===== src/rtl/tpu_pkg.sv =====
// Shared types and constants for the systolic-array store path.
package tpu_pkg;

    localparam int DATA_W_DEFAULT = 8;

    typedef enum logic [1:0] {
        ACC_EMPTY,
        ACC_FILLING,
        ACC_FULL
    } acc_state_t;

    localparam logic [DATA_W_DEFAULT-1:0] SAT_MAX = 8'h7F;
    localparam logic [DATA_W_DEFAULT-1:0] SAT_MIN = 8'h80;

endpackage


===== src/rtl/column_accumulator_if.sv =====
// Column-to-unified-buffer bus: result stream and control in, entries and flags out.
// ACC_SATURATE_EN adds the sticky sat_flag output.
interface column_accumulator_if
    import tpu_pkg::*;
#(
    parameter int DATA_W = DATA_W_DEFAULT
);
    logic                     valid_in;
    logic signed [DATA_W-1:0] data_in;
    logic                     accumulate;
    logic                     clear;
    logic                     store;
    logic                     full;
    logic signed [DATA_W-1:0] acc_mem_0;
    logic signed [DATA_W-1:0] acc_mem_1;
    logic                     overrun;
`ifdef ACC_SATURATE_EN
    logic                     sat_flag;
`endif

    modport master (
        output valid_in, data_in, accumulate, clear, store,
        input  full, acc_mem_0, acc_mem_1, overrun
`ifdef ACC_SATURATE_EN
        , sat_flag
`endif
    );

    modport slave (
        input  valid_in, data_in, accumulate, clear, store,
        output full, acc_mem_0, acc_mem_1, overrun
`ifdef ACC_SATURATE_EN
        , sat_flag
`endif
    );

endinterface


===== src/rtl/column_accumulator_acc_adder.sv =====
// Combinational entry update: pass-through or (DATA_W+1)-bit add.
// ACC_SATURATE_EN clamps the add to the signed range instead of wrapping.
module acc_adder
    import tpu_pkg::*;
#(
    parameter int DATA_W = DATA_W_DEFAULT
) (
    input  logic signed [DATA_W-1:0] entry_i,
    input  logic signed [DATA_W-1:0] data_i,
    input  logic                     accumulate_i,
    output logic signed [DATA_W-1:0] result_o
`ifdef ACC_SATURATE_EN
    ,
    output logic                     sat_o
`endif
);

    logic [DATA_W:0] sum_wide;

    assign sum_wide = {entry_i[DATA_W-1], entry_i} + {data_i[DATA_W-1], data_i};

`ifdef ACC_SATURATE_EN
    // Overflow shows as the extra sign bit disagreeing with the result sign bit.
    always_comb begin
        result_o = data_i;
        sat_o    = 1'b0;
        if (accumulate_i) begin
            if (sum_wide[DATA_W] != sum_wide[DATA_W-1]) begin
                sat_o    = 1'b1;
                result_o = sum_wide[DATA_W] ? SAT_MIN : SAT_MAX;
            end else begin
                result_o = sum_wide[DATA_W-1:0];
            end
        end
    end
`else
    logic unused_sum_msb;
    assign unused_sum_msb = sum_wide[DATA_W];

    always_comb begin
        result_o = data_i;
        if (accumulate_i) begin
            result_o = sum_wide[DATA_W-1:0];
        end
    end
`endif

endmodule


===== src/rtl/column_accumulator.sv =====
// Per-column result buffer feeding the unified buffer: fills DEPTH entries, holds them
// until store drains the tile. ACC_SATURATE_EN selects saturating accumulate + sat_flag.
module column_accumulator
    import tpu_pkg::*;
#(
    parameter int DATA_W = DATA_W_DEFAULT,
    parameter int DEPTH  = 2,
    parameter int PTR_W  = 1
) (
    input  logic               clk,
    input  logic               reset,
    column_accumulator_if.slave bus
);

    acc_state_t               state_q, state_d;
    logic [PTR_W-1:0]         wr_ptr_q, wr_ptr_d;
    logic signed [DATA_W-1:0] entry_q [DEPTH];
    logic signed [DATA_W-1:0] entry_d [DEPTH];
    logic                     full_q, full_d;
    logic                     overrun_q, overrun_d;
    logic signed [DATA_W-1:0] add_result;
    logic                     drain;
    logic                     accept;
`ifdef ACC_SATURATE_EN
    logic                     sat_q, sat_d;
    logic                     add_sat;
`endif

    // A FULL tile drained by store leaves wr_ptr at 0, so a same-cycle sample lands in entry 0.
    assign drain  = (state_q == ACC_FULL) && bus.store;
    assign accept = bus.valid_in && ((state_q != ACC_FULL) || bus.store);

    acc_adder #(
        .DATA_W (DATA_W)
    ) u_adder (
        .entry_i      (entry_q[wr_ptr_q]),
        .data_i       (bus.data_in),
        .accumulate_i (bus.accumulate),
        .result_o     (add_result)
`ifdef ACC_SATURATE_EN
        ,
        .sat_o        (add_sat)
`endif
    );

    always_comb begin
        state_d   = state_q;
        wr_ptr_d  = wr_ptr_q;
        entry_d   = entry_q;
        overrun_d = 1'b0;
`ifdef ACC_SATURATE_EN
        sat_d     = sat_q;
`endif
        if (bus.clear) begin
            state_d  = ACC_EMPTY;
            wr_ptr_d = '0;
            for (int i = 0; i < DEPTH; i++) begin
                entry_d[i] = '0;
            end
`ifdef ACC_SATURATE_EN
            sat_d    = 1'b0;
`endif
        end else begin
            if (drain) begin
                state_d = ACC_EMPTY;
            end
            if (accept) begin
                entry_d[wr_ptr_q] = add_result;
                if (wr_ptr_q == PTR_W'(DEPTH - 1)) begin
                    state_d  = ACC_FULL;
                    wr_ptr_d = '0;
                end else begin
                    state_d  = ACC_FILLING;
                    wr_ptr_d = wr_ptr_q + PTR_W'(1);
                end
`ifdef ACC_SATURATE_EN
                sat_d = sat_q | add_sat;
`endif
            end else if (bus.valid_in) begin
                overrun_d = 1'b1;
            end
        end
        full_d = (state_d == ACC_FULL);
    end

    always_ff @(posedge clk) begin
        if (reset) begin
            state_q   <= ACC_EMPTY;
            wr_ptr_q  <= '0;
            for (int i = 0; i < DEPTH; i++) begin
                entry_q[i] <= '0;
            end
            full_q    <= 1'b0;
            overrun_q <= 1'b0;
`ifdef ACC_SATURATE_EN
            sat_q     <= 1'b0;
`endif
        end else begin
            state_q   <= state_d;
            wr_ptr_q  <= wr_ptr_d;
            entry_q   <= entry_d;
            full_q    <= full_d;
            overrun_q <= overrun_d;
`ifdef ACC_SATURATE_EN
            sat_q     <= sat_d;
`endif
        end
    end

    assign bus.full      = full_q;
    assign bus.acc_mem_0 = entry_q[0];
    assign bus.acc_mem_1 = entry_q[1];
    assign bus.overrun   = overrun_q;
`ifdef ACC_SATURATE_EN
    assign bus.sat_flag  = sat_q;
`endif

endmodule


===== src/flat_wrapper.sv =====
// flat-port wrapper written by rule: the top's interface ports become plain ports
module column_accumulator_flat import tpu_pkg::*;
#(
    parameter int DATA_W = DATA_W_DEFAULT,
    parameter int DEPTH  = 2,
    parameter int PTR_W  = 1
)
  (clk, reset, bus_valid_in, bus_data_in, bus_accumulate, bus_clear, bus_store, bus_full, bus_acc_mem_0, bus_acc_mem_1, bus_overrun);
  column_accumulator_if #(.DATA_W(DATA_W)) bus_i ();
  input  logic clk;
  input  logic reset;
  input wire logic [$bits(bus_i.valid_in)-1:0] bus_valid_in;
  input wire logic [$bits(bus_i.data_in)-1:0] bus_data_in;
  input wire logic [$bits(bus_i.accumulate)-1:0] bus_accumulate;
  input wire logic [$bits(bus_i.clear)-1:0] bus_clear;
  input wire logic [$bits(bus_i.store)-1:0] bus_store;
  output wire logic [$bits(bus_i.full)-1:0] bus_full;
  output wire logic [$bits(bus_i.acc_mem_0)-1:0] bus_acc_mem_0;
  output wire logic [$bits(bus_i.acc_mem_1)-1:0] bus_acc_mem_1;
  output wire logic [$bits(bus_i.overrun)-1:0] bus_overrun;
  assign bus_i.valid_in = bus_valid_in;
  assign bus_i.data_in = bus_data_in;
  assign bus_i.accumulate = bus_accumulate;
  assign bus_i.clear = bus_clear;
  assign bus_i.store = bus_store;
  assign bus_full = bus_i.full;
  assign bus_acc_mem_0 = bus_i.acc_mem_0;
  assign bus_acc_mem_1 = bus_i.acc_mem_1;
  assign bus_overrun = bus_i.overrun;
  column_accumulator #(.DATA_W(DATA_W), .DEPTH(DEPTH), .PTR_W(PTR_W)) u_core (.clk(clk), .reset(reset), .bus(bus_i));
endmodule

===== config.mk =====
export PLATFORM = sky130hd
export DESIGN_NAME = column_accumulator_flat
export DESIGN_NICKNAME = d
export VERILOG_FILES = /design/src/rtl/tpu_pkg.sv /design/src/rtl/column_accumulator_if.sv /design/src/rtl/column_accumulator_acc_adder.sv /design/src/rtl/column_accumulator.sv /design/src/flat_wrapper.sv
export SDC_FILE = /design/constraint.sdc
export NUM_CORES = 1
export LEC_CHECK = 0
export BUFFER_PORTS_ARGS = -buffer_cell sky130_fd_sc_hd__clkbuf_2
export CORE_UTILIZATION = 50
export DETAILED_ROUTE_END_ITERATION = 8
export PLACE_DENSITY = 0.83
export SLEW_MARGIN = 20
export SYNTH_ARGS = -nofsm -noshare
export SYNTH_HDL_FRONTEND = slang
export SYNTH_HIERARCHICAL = 1
export SYNTH_SLANG_ARGS = --single-unit

===== constraint.sdc =====
create_clock -name clk -period 6.45 [get_ports clk]
set_input_delay 1.29 -clock clk [delete_from_list [all_inputs] [get_ports clk]]
set_output_delay 1.29 -clock clk [all_outputs]
set_load 0.05 [all_outputs]

Yosys cells after proc, flatten, opt, wreduce, memory -nomap -nowiden. Index checks and enable logic that the tools add are counted.

Shifts and indexed selects: 0. Bitwise gates (word level): 1. $add $sub $neg: 2. Equality and inequality tests: 3. Magnitude comparators: 2. Multiplexer cells: 13. Reduce and logical (&&, ||, !) cells: 6. Div/mod/pow operators: 0. Multiply operators: 0.

Operators by type and width (number): $mux W8 (5); $bwmux W16 (1); $add A8 B8 Y8 (1); $demux W8 S1 (1); $mux W2 (4); $eq A2 B2 Y1 const B (2); $logic_and A1 B1 Y1 (3); $reduce_or A3 Y1 (1); $ge A2 B2 Y1 const B (1); $lt A2 B1 Y1 const B (1); $mux W1 (2); $ne A2 B2 Y1 const B (1); $not A1 Y2 (1); $reduce_or A2 Y1 (1); $add A1 B1 Y1 const B (1); $logic_or A1 B1 Y1 (1).

Bits of input ports: 14. Memory bits (writable): 0. Register bits after elaboration: 21. Output and inout bits: 18. Latch bits: 0. Word-level logic and storage cells: 33. Memories kept: 0. Bits in read-only memories: 0.

Logic depth before layout (Yosys ltp).
Word-level depth: 7. Gate-level depth with buffers: 12. Mapped depth without buffers: 11.

Modules after synthesis. The synthesis kept the hierarchy.

Modules (own cells, without submodules): column_accumulator (sequential area each 420.4 um^2, area an instance 904.6 um^2, cells an instance 94, instances 1); acc_adder (sequential area each 0.0 um^2, area an instance 445.4 um^2, cells an instance 57, instances 1).

Worst setup path before layout. No wires, ideal clock.

Path kind: input-to-reg. From: in bus_data_in[0]. To: reg u_core.entry_q, in the netlist u_core/bus.acc_mem_0[6]. Library setup time: 72 ps. Required time: 6378 ps. Arrival time: 2672 ps. Setup slack: 3707 ps. Buffers on the path: 0. Stages on the path: 9. Cell sequence: ha_1 -> inv_1 -> fa_1 -> nor2b_1 -> o31a_1 -> o21ai_1 -> o311ai_1 -> nand2_1 -> mux2i_1.

Cells in the longest elaborated chain, start to end: 3.

Ends and longest elaborated chain: start, declared (RTL line flat_wrapper.sv:13) `input wire logic [$bits(bus_i.data_in)-1:0] bus_data_in;`; $add A8 B8 Y8 (RTL line column_accumulator_acc_adder.sv:20) `assign sum_wide = {entry_i[DATA_W-1], entry_i} + {data_i[DATA_W-1], data_i};`; $mux W8 (RTL line column_accumulator_acc_adder.sv:42) `if (accumulate_i) begin`; via u_core.add_result[6] (RTL line column_accumulator.sv:21) `logic signed [DATA_W-1:0] add_result;`; $bwmux W16 (RTL line column_accumulator.sv:68) `entry_d[wr_ptr_q] = add_result;`; end signal, assigned (RTL line column_accumulator.sv:101) `entry_q <= entry_d;`; end, declared (RTL line column_accumulator.sv:17) `logic signed [DATA_W-1:0] entry_q [DEPTH];`.

The timed path passes the listed nets, and every way through them passes these cells. A chain may end at the register's enable or synchronous reset.

Final worst setup path. Same ends and word-level chain as after synthesis.

==> impl_metrics.prom <==
# TYPE chip_impl_metric gauge
chip_impl_info{name="outcome",value="finished clean"} 1
chip_impl_info{name="synth_top_flop_cell",value="sky130_fd_sc_hd__dfxtp_1"} 1
chip_impl_metric{name="period_share",unit=""} 0.427
chip_impl_info{name="grt_setup_unrepaired",value="false"} 1
chip_impl_metric{name="maxCapViolations",unit=""} 0
chip_impl_metric{name="fin_tns_setup",unit="ns"} 0
chip_impl_metric{name="area_of_the_placeable_core",unit="mm^2"} 0.00252
chip_impl_metric{name="postSynthRegisterBits",unit=""} 21
chip_impl_metric{name="final_nets",unit=""} 204
chip_impl_metric{name="antenna_cells_inserted",unit=""} 0
chip_impl_metric{name="relSlewSlack",unit=""} 0.626
chip_impl_metric{name="antenna_found_initial",unit=""} 0
chip_impl_info{name="worstSetupPathType",value="input pin to flop"} 1
chip_impl_info{name="layout_commonest_cell",value="sky130_fd_sc_hd__clkbuf_2"} 1
chip_impl_metric{name="pwr-share-comb",unit=""} 0.237
chip_impl_metric{name="cts_max_path_buffers",unit=""} 2
chip_impl_metric{name="fp.dieArea",unit="mm^2"} 0.00291
chip_impl_metric{name="worstSkewPairLatency",unit="ns"} 0.30
chip_impl_metric{name="syn-cell-area",unit="mm^2"} 0.00135
chip_impl_metric{name="global_route.usage.total",unit=""} 0.225
chip_impl_metric{name="viasPerCell",unit=""} 5.79
chip_impl_metric{name="htreeDepth",unit=""} 1
chip_impl_metric{name="power.share.switching",unit=""} 0.306
chip_impl_metric{name="async_reset_ff_frac",unit=""} 0
chip_impl_metric{name="first_global_vias",unit=""} 1066
chip_impl_metric{name="finalHoldViolCount",unit=""} 0
chip_impl_metric{name="postSynthAreaPerCell",unit="um^2"} 8.94
chip_impl_info{name="worst_setup_path_end_kind",value="flop"} 1
chip_impl_metric{name="ios",unit=""} 32
chip_impl_metric{name="drive_gt1_frac",unit=""} 0.271
chip_impl_metric{name="final_worst_path_setup_slack",unit="ns"} 3.70
chip_impl_metric{name="fp-row-count",unit=""} 18
chip_impl_metric{name="post_cts.resized_instances",unit=""} 0
chip_impl_metric{name="timing.hold.ws",unit="ns"} 0.487
chip_impl_metric{name="synth.distinct_cells",unit=""} 44
chip_impl_metric{name="firstDrtPassIters",unit=""} 4
chip_impl_metric{name="drt_iter0_drc",unit=""} 31
chip_impl_metric{name="max_clock_freq",unit="GHz"} 0.363
chip_impl_info{name="commonest_cells_after_routing_fill_and_taps_aside",value="31 x sky130_fd_sc_hd__clkbuf_2, 30 x sky130_fd_sc_hd__nand2_1, 21 x sky130_fd_sc_hd__dfxtp_1"} 1
chip_impl_metric{name="drv_slew",unit=""} 0
chip_impl_info{name="crit_path_start_kind",value="input pin"} 1
chip_impl_metric{name="seq_area_frac_synth",unit=""} 0.311
chip_impl_metric{name="finalCriticalPeriod",unit="ns"} 2.75
chip_impl_metric{name="wl_per_cell",unit="um"} 14.1
chip_impl_metric{name="drt.antenna.violating_nets",unit=""} 0
chip_impl_metric{name="synthesis.instances",unit=""} 151
chip_impl_metric{name="finish.cell_count_without_fillers",unit=""} 211
chip_impl_metric{name="path_clk_slew",unit="ns"} 0.12
chip_impl_metric{name="detailedPlacementHpwl",unit="mm"} 2.32
chip_impl_metric{name="synth.net_count",unit=""} 173
chip_impl_metric{name="p_sw",unit="uW"} 80.2
chip_impl_metric{name="setup-violations-final",unit=""} 0
chip_impl_metric{name="clock_power_share",unit=""} 0.241
chip_impl_metric{name="detailroute.via_count",unit=""} 1221
chip_impl_metric{name="crit_path_max_fanout",unit=""} 3
chip_impl_metric{name="internal_power",unit="uW"} 182
chip_impl_metric{name="synth.yosys.warnings",unit=""} 6
chip_impl_metric{name="clock_sink_count",unit=""} 21
chip_impl_metric{name="area_delta_synth_final",unit="%"} 13.9
chip_impl_info{name="clk_root_buffer_cell",value="sky130_fd_sc_hd__clkbuf_4"} 1
chip_impl_metric{name="power_leakage",unit="uW"} 0.000698
chip_impl_metric{name="tritoncts.num_buffers",unit=""} 3
chip_impl_metric{name="worst_clock_skew",unit="ns"} 0.00260
chip_impl_metric{name="grt_first_pass_wirelength",unit="mm"} 4.77
chip_impl_metric{name="worst_ep_arrival_time",unit="ns"} 2.99
chip_impl_metric{name="power.sequential.fraction",unit=""} 0.522
chip_impl_metric{name="die-width",unit="um"} 54.0
chip_impl_metric{name="gp_congestion",unit=""} 0.862
chip_impl_metric{name="ir_worst_vdd",unit="mV"} 0.111
chip_impl_metric{name="power_density",unit="mW/mm^2"} 171
chip_impl_metric{name="postRouteWirelength",unit="mm"} 2.98
chip_impl_metric{name="initial_utilization",unit=""} 0.535
chip_impl_metric{name="edff_count_synth",unit=""} 0
chip_impl_metric{name="worst-endpoint-required",unit="ns"} 6.68
chip_impl_info{name="tritoncts",value="done"} 1
chip_impl_metric{name="maximum_number_of_pins_on_one_net_before_global_route_repair",unit=""} 25
chip_impl_metric{name="cts_setup_buffers",unit=""} 0
chip_impl_metric{name="dp_slack",unit="ns"} 3.39
chip_impl_metric{name="remaining_drc_errors",unit=""} 0
chip_impl_metric{name="cts_hold_buffers",unit=""} 0
chip_impl_metric{name="worst_slew_pin_slew",unit="ns"} 0.560
chip_impl_metric{name="grt_remaining_overflow",unit=""} 0
chip_impl_info{name="hold_path_class",value="flop to flop"} 1
chip_impl_metric{name="placement.io_buffers",unit=""} 31
chip_impl_metric{name="chipHeight",unit="um"} 54.0
chip_impl_metric{name="place_inst",unit=""} 207
metrics by stage:
| stage | utilization | area [um^2] | total power, uW |
|---|---|---|---|
| after floorplan | - | 1350 | 187 |
| after global placement | 0.599 | 1510 | 199 |
| after detailed placement | 0.599 | 1510 | 201 |
| after CTS | 0.610 | 1540 | 263 |
| after global routing | 0.610 | 1540 | 274 |
| final | 0.610 | 1540 | 262 |
critical path: stages:
cell,delay [ns]
sky130_fd_sc_hd__clkbuf_2,0.09
sky130_fd_sc_hd__ha_1,0.21
sky130_fd_sc_hd__inv_1,0.07
sky130_fd_sc_hd__fa_1,0.40
sky130_fd_sc_hd__nor2b_1,0.18
sky130_fd_sc_hd__o31a_1,0.17
sky130_fd_sc_hd__o21ai_1,0.08
sky130_fd_sc_hd__o311ai_1,0.24
sky130_fd_sc_hd__nand2_1,0.11
sky130_fd_sc_hd__mux2i_1,0.15
final timing paths:
path	slack (ns)	end	depth (start not counted)	from
setup / recovery	3.70	u_core/bus.acc_mem_0[6]$_SDFFE_PP0P_	10	bus_data_in[0]
hold / removal	0.49	u_core/bus.acc_mem_0[1]$_SDFFE_PP0P_	2	u_core/bus.acc_mem_0[1]$_SDFFE_PP0P_
setup reg to reg	3.78	u_core/bus.acc_mem_0[6]$_SDFFE_PP0P_	11	u_core/wr_ptr_q$_SDFFE_PP0P_
hold reg to reg	0.49	u_core/bus.acc_mem_0[1]$_SDFFE_PP0P_	2	u_core/bus.acc_mem_0[1]$_SDFFE_PP0P_
synth_stat cells (3+ instances only):
| cell type | number | area share |
|---|---|---|
| sky130_fd_sc_hd__nand2_1 | 30 | 0.083 |
| sky130_fd_sc_hd__dfxtp_1 | 21 | 0.31 |
| sky130_fd_sc_hd__mux2i_1 | 17 | 0.13 |
| sky130_fd_sc_hd__mux2_2 | 10 | 0.083 |
| sky130_fd_sc_hd__ha_1 | 7 | 0.065 |
| sky130_fd_sc_hd__a21oi_1 | 6 | 0.022 |
| sky130_fd_sc_hd__nor2_1 | 5 | 0.014 |
| sky130_fd_sc_hd__nor3_1 | 5 | 0.019 |
| sky130_fd_sc_hd__inv_1 | 4 | 0.011 |
| sky130_fd_sc_hd__a21o_1 | 3 | 0.017 |
flip-flops by register name (all words and copies together) (netlist names):
| register | cells |
|---|---|
| u_core/bus.acc_mem_0 | 8 |
| u_core/bus.acc_mem_1 | 8 |
| u_core/bus.full | 1 |
| u_core/bus.overrun | 1 |
| u_core/state_q | 2 |
| u_core/wr_ptr_q | 1 |
kinds of logic (layout without fill, tap and decap cells):
kind of cell	Yosys count	count (layout)	share of synthesized area
xor gates and xnor gates	3	3	0.0195
DFF	21	21	0.311
AOI/OAI and AO/OA	27	27	0.143
buffers and inverters	11	41	0.0426
adders and majority gates	8	8	0.0797
muxes	28	28	0.221
and+or+nand+nor	53	53	0.184
layout make-up:
type	instances	area, um^2
fill	221	985
multi-input combinational	119	872
sequential	21	420
timing repair buffer	32	163
tap	30	37.5
clock buffer	4	26.3
inverter	5	18.8
routing by layer:
layer	routed length, um	track usage	vias up
met3	136	0.0282	4
met1	1380	0.297	579
met2	1430	0.374	38
met5	0	0	-
li1	-	-	600
met4	35	0.0746	0
power by group through the flow:
stage / clock (uW) / sequential (uW) / combinational [uW]
after detailed placement: 0 / 140 / 61.4
final: 63.3 / 137 / 62.1
after global placement: 0 / 139 / 59.7
after floorplan: 0 / 148 / 39.2
after CTS: 64.7 / 137 / 61.8
after global routing: 69.4 / 138 / 67.3
(Power assumes the default switching activity.)
